===== src/rtl/digit_serial_adder.sv =====
// Digit-serial adder: WIDTH-bit add, DIGIT bits per clock, valid/ready in and out.
// Define SUB_MODE_EN to add the sub port (A - B as A + ~B + 1).
module digit_serial_adder #(
  parameter int WIDTH = 16,
  parameter int DIGIT = 4
) (
  input  logic             clk,
  input  logic             rst_n,
  input  logic             in_valid,
  output logic             in_ready,
  input  logic [WIDTH-1:0] a,
  input  logic [WIDTH-1:0] b,
  input  logic             cin,
`ifdef SUB_MODE_EN
  input  logic             sub,
`endif
  output logic             out_valid,
  input  logic             out_ready,
  output logic [WIDTH-1:0] sum,
  output logic             ca,
  output logic             ovf
);

  localparam int NDIG = WIDTH / DIGIT;
  localparam int IW = (NDIG > 1) ? $clog2(NDIG) : 1;
  localparam logic [IW-1:0] LAST = IW'(NDIG - 1);

  typedef enum logic [1:0] {
    IDLE,
    RUN,
    DONE
  } state_t;

  state_t state, state_nx;

  logic [WIDTH-1:0] a_q, b_q, acc, acc_nx;
  logic [WIDTH-1:0] b_load;
  logic             c_load;
  logic             carry_q;
  logic [IW-1:0]    idx;
  logic [DIGIT-1:0] da, db, ds;
  logic [DIGIT:0]   c;
  logic             last;

`ifdef SUB_MODE_EN
  assign b_load = sub ? ~b : b;
  assign c_load = sub | cin;
`else
  assign b_load = b;
  assign c_load = cin;
`endif

  assign last = (idx == LAST);

  // One digit of full-adder cells fed by the registered carry
  always_comb begin
    da = a_q[idx*DIGIT +: DIGIT];
    db = b_q[idx*DIGIT +: DIGIT];
    ds = '0;
    c = '0;
    c[0] = carry_q;
    for (int i = 0; i < DIGIT; i++) begin
      ds[i]  = da[i] ^ db[i] ^ c[i];
      c[i+1] = (da[i] & db[i]) | (c[i] & (da[i] ^ db[i]));
    end
    acc_nx = acc;
    acc_nx[idx*DIGIT +: DIGIT] = ds;
  end

  always_ff @(posedge clk or negedge rst_n) begin
    if (!rst_n) state <= IDLE;
    else        state <= state_nx;
  end

  always_comb begin
    state_nx = state;
    unique case (state)
      IDLE: if (in_valid)  state_nx = RUN;
      RUN:  if (last)      state_nx = DONE;
      DONE: if (out_ready) state_nx = IDLE;
      default:             state_nx = IDLE;
    endcase
  end

  always_comb begin
    in_ready  = (state == IDLE);
    out_valid = (state == DONE);
  end

  always_ff @(posedge clk or negedge rst_n) begin
    if (!rst_n) begin
      a_q     <= '0;
      b_q     <= '0;
      acc     <= '0;
      carry_q <= 1'b0;
      idx     <= '0;
      sum     <= '0;
      ca      <= 1'b0;
      ovf     <= 1'b0;
    end else if (state == IDLE && in_valid) begin
      a_q     <= a;
      b_q     <= b_load;
      carry_q <= c_load;
      idx     <= '0;
    end else if (state == RUN) begin
      acc     <= acc_nx;
      carry_q <= c[DIGIT];
      idx     <= idx + 1'b1;
      if (last) begin
        sum <= acc_nx;
        ca  <= c[DIGIT];
        ovf <= c[DIGIT] ^ c[DIGIT-1];
      end
    end
  end

endmodule

===== config.mk =====
export PLATFORM = sky130hd
export DESIGN_NAME = digit_serial_adder
export DESIGN_NICKNAME = d
export VERILOG_FILES = /design/src/rtl/digit_serial_adder.sv
export SDC_FILE = /design/constraint.sdc
export NUM_CORES = 1
export LEC_CHECK = 0
export BUFFER_PORTS_ARGS = -buffer_cell sky130_fd_sc_hd__buf_4
export CORE_MARGIN = 2
export CORE_UTILIZATION = 40
export DETAILED_ROUTE_END_ITERATION = 6
export PLACE_DENSITY = 0.68
export REMOVE_ABC_BUFFERS = 1
export SETUP_SLACK_MARGIN = 0.3
export SKIP_LAST_GASP = 1
export SLEW_MARGIN = 20
export SYNTH_ARGS = -nofsm -noshare
export SYNTH_HDL_FRONTEND = slang
export SYNTH_SLANG_ARGS = --single-unit

===== constraint.sdc =====
create_clock -name clk -period 4.2 [get_ports clk]
set_input_delay 0.84 -clock clk [delete_from_list [all_inputs] [get_ports clk]]
set_output_delay 0.84 -clock clk [all_outputs]
set_load 0.005 [all_outputs]

==> out/metrics.csv <==
stage,metric,value,unit
synth,register area share after synthesis,0.5102,
final_layout,most frequent cells in the layout,"dfrtp_1, buf_4, mux2_4",
drt,DR pass1 iterations,4,
critical_path,Setup crit end kind,register,
power,P per Cell Area,908.5,nW/µm²
timing,slack of the critical path,813.0,ps
cts,cts bufs inserted,9,
final_layout,multi-input logic area,1495,µm²
power,sw power,1.362,mW
final_layout,FF+latch area,1777,µm²
synth,"area leader, netlist",dfrtp_1,
cts,Setup Buffers After CTS,0,
drt,drt total wl,6570,µm
synth,"Distinct cells, synth",33,
global_route,Tot GR Track Use,0.1527,
cts,TritonCTS clock tree,yes,
place,IO buf count,56,
power,Clock power frac,0.165,
place,routability cong.,0.8125,
final_layout,area added between synthesis and finish,18.83,%
synth,top cell type's share of synthesized area,0.5102,
synth,syn_area_per_cell,13.55,µm²
critical_path,Worst Path Arrival,3660,ps
final_layout,"most common cell after layout, fill and taps aside",dfrtp_1,
run_status,status,completed,
drt,DR iter-0 viols,84,
power,Comb power frac,0.508,
timing,relative slew slack,0.4089,
floorplanning,DIE AREA,9467,µm²
final_layout,fillcell total,808,
cts,H-tree Lvls,3,
power,sequential power share,0.327,
global_route,global-route wire length before repair,11360,µm
cts,Hold Buf Count CTS,0,
floorplanning,Core ar.,8593,µm²
cts,Clock Path Buffers,2,
timing,setup TNS,0,ps
timing,minimum clock period,3387,ps
synth,flip-flop and latch count after synthesis,71,
final_layout,ratio of cells with drive above 1 in the final layout,0.3829,
worst_hold_path,HP Class,register to register,
power,switch share,0.3624,
timing,Final Hold Viols,0,
timing,Tcrit/Tclk final,0.8064,
critical_path,Required @ worst endpoint,4470,ps
synth,Mapped Area,3482,µm²
floorplanning,starting density of the core,0.4052,
timing,clk_skew,7.090,ps
drt,DR DRC count,0,
global_route,vias in the first global route,2193,
power,Static Leak,1.903,nW
place,dpl ws,802.7,ps
cts,"Reg clk slew, reported paths",70,ps
synth,Post-synth EDFFs,0,
global_route,antenna violations before repair,0,
synth,Synthesis Warnings,0,
synth,"Top FF cell, synth",dfrtp_1,
cts,Clock Latency Late Sink,350,ps
critical_path,worst-path fanout max,17,
global_route,pin count of the biggest net entering global routing,72,
cts,Post-CTS Resized,0,
synth,top post-synthesis cells by area,"dfrtp_1, mux2_4, mux4_2",
place,dpl hpwl,4596,µm
final_layout,fin nets,358,
floorplanning,I/O pins,57,
drt,vias,2127,
timing,unrepaired setup endpoints after global routing,no,
timing,Final Max Slew Viols,0,
drt,DR vias/cell,5.017,
global_route,Overflow after GRT,0,
drt,Antenna Nets Post-Route,0,
timing,Fmax,0.2952,GHz
critical_path,CP Class,register to register,
synth,ys async rst share,1.000,
final_layout,ANT cells,0,
floorplanning,die height,97.30,µm
power,Internal Pwr Total,2.397,mW
cts,CTS sink cnt,71,
timing,Final setup viols,0,
flow_run,max cap viols,0,
cts,CTS root buf,clkbuf_8,
synth,Mapped Cells,257,
critical_path,Startpoint Class,register,
timing,slew of the pin with the lowest slew margin,886.6,ps
drt,routed len/inst,15.50,µm
floorplanning,FP Rows,34,
floorplanning,die width,97.30,µm
power,worst IR drop on VDD,0.0003744,V
-- worst paths after layout --
check | end | slack (ps) | cells after the start | from
setup reg to reg | sum[7]$_DFFE_PN0P_ | 810 | 11 | idx[0]$_DFFE_PN0P_
max in group asynchronous | a_q[9]$_DFFE_PN0P_ | 3010 | 1 | rst_n
hold reg to reg | acc[9]$_DFFE_PN0P_ | 490 | 1 | acc[9]$_DFFE_PN0P_
setup / recovery | sum[7]$_DFFE_PN0P_ | 810 | 11 | idx[0]$_DFFE_PN0P_
hold / removal | acc[9]$_DFFE_PN0P_ | 490 | 1 | acc[9]$_DFFE_PN0P_
min in group asynchronous | acc[6]$_DFFE_PN0P_ | 600 | 1 | rst_n
-- power by group through the flow --
stage               clock (mW)  sequential, mW  combinational (mW)
floorplan                    0            1.19                1.35
global placement             0            1.24                1.89
detailed placement           0            1.25                1.92
CTS                      0.634            1.24                1.93
global route             0.666            1.28                2.11
finish                   0.619            1.23                1.91
-- final cells by class --
class | instances | area share
repair buffers | 61 | 0.1107
well taps | 108 | 0.03266
clock inverters | 5 | 0.01935
multi-input cells | 157 | 0.3614
clock buffers | 11 | 0.03659
flip-flops and latches | 71 | 0.4294
inverters | 11 | 0.009979
-- flip-flops by register name, summed over array words and instances, names as in the netlist --
register	flops
a_q	16
acc	16
b_q	16
ca	1
carry_q	1
idx	2
ovf	1
state	2
sum	16
-- cell families (layout without fill, tap and decap cells) --
group	after synthesis	count (layout)	synth area share
xor gates and xnor gates	1	1	0.002516
muxes	42	42	0.1919
DFF	71	71	0.5102
AOI/OAI and AO/OA	46	46	0.09271
adders and majority gates	10	10	0.04456
and+or+nand+nor	58	58	0.09594
buffers and inverters	29	88	0.06216
-- per-stage QoR --
stage / cell area [µm²] / hold slack, ps / utilization / cells / power, mW
2_1_floorplan: 3307 / 458.2 / - / 239 / 2.548
3_3_place_gp: 3906 / 465.9 / 0.4546 / 408 / 3.123
3_5_place_dp: 3906 / 473.9 / 0.4546 / 408 / 3.174
4_1_cts: 4138 / 489.8 / 0.4815 / 424 / 3.801
5_1_grt: 4138 / 500.6 / 0.4815 / 424 / 4.063
6_report: 4138 / 488.2 / 0.4815 / 424 / 3.759
-- critical path, cell delays in order (launching register included) --
cell and delay, ps:
dfrtp_1 810, mux4_2 600, inv_1 90, fa_1 160
inv_1 50, fa_1 360, inv_1 80, fa_1 200
inv_1 60, fa_1 650, a21oi_1 120, a21oi_1 150
-- synthesized netlist by cell type, drive strengths merged (2+ instances only) --
| cell type | number |
|---|---|
| dfrtp | 71 |
| mux2 | 34 |
| nor2 | 19 |
| buf | 18 |
| nand2b | 17 |
| a21oi | 16 |
| inv | 11 |
| nor2b | 9 |
| a22o | 8 |
| a31oi | 8 |
| a32o | 8 |
| mux4 | 8 |
| ha | 6 |
| nand2 | 5 |
| fa | 4 |
| and4bb | 2 |
| o31ai | 2 |
-- per-layer routing --
metal  global-route usage  up-vias  share of wire
li1                     -     1013              -
met1               0.2084     1058           0.45
met2               0.2334       48           0.49
met3              0.03885        8          0.041
met4              0.06410        0          0.016
met5                    0        -              0
No activity file was read; power rests on OpenSTA's default activity.
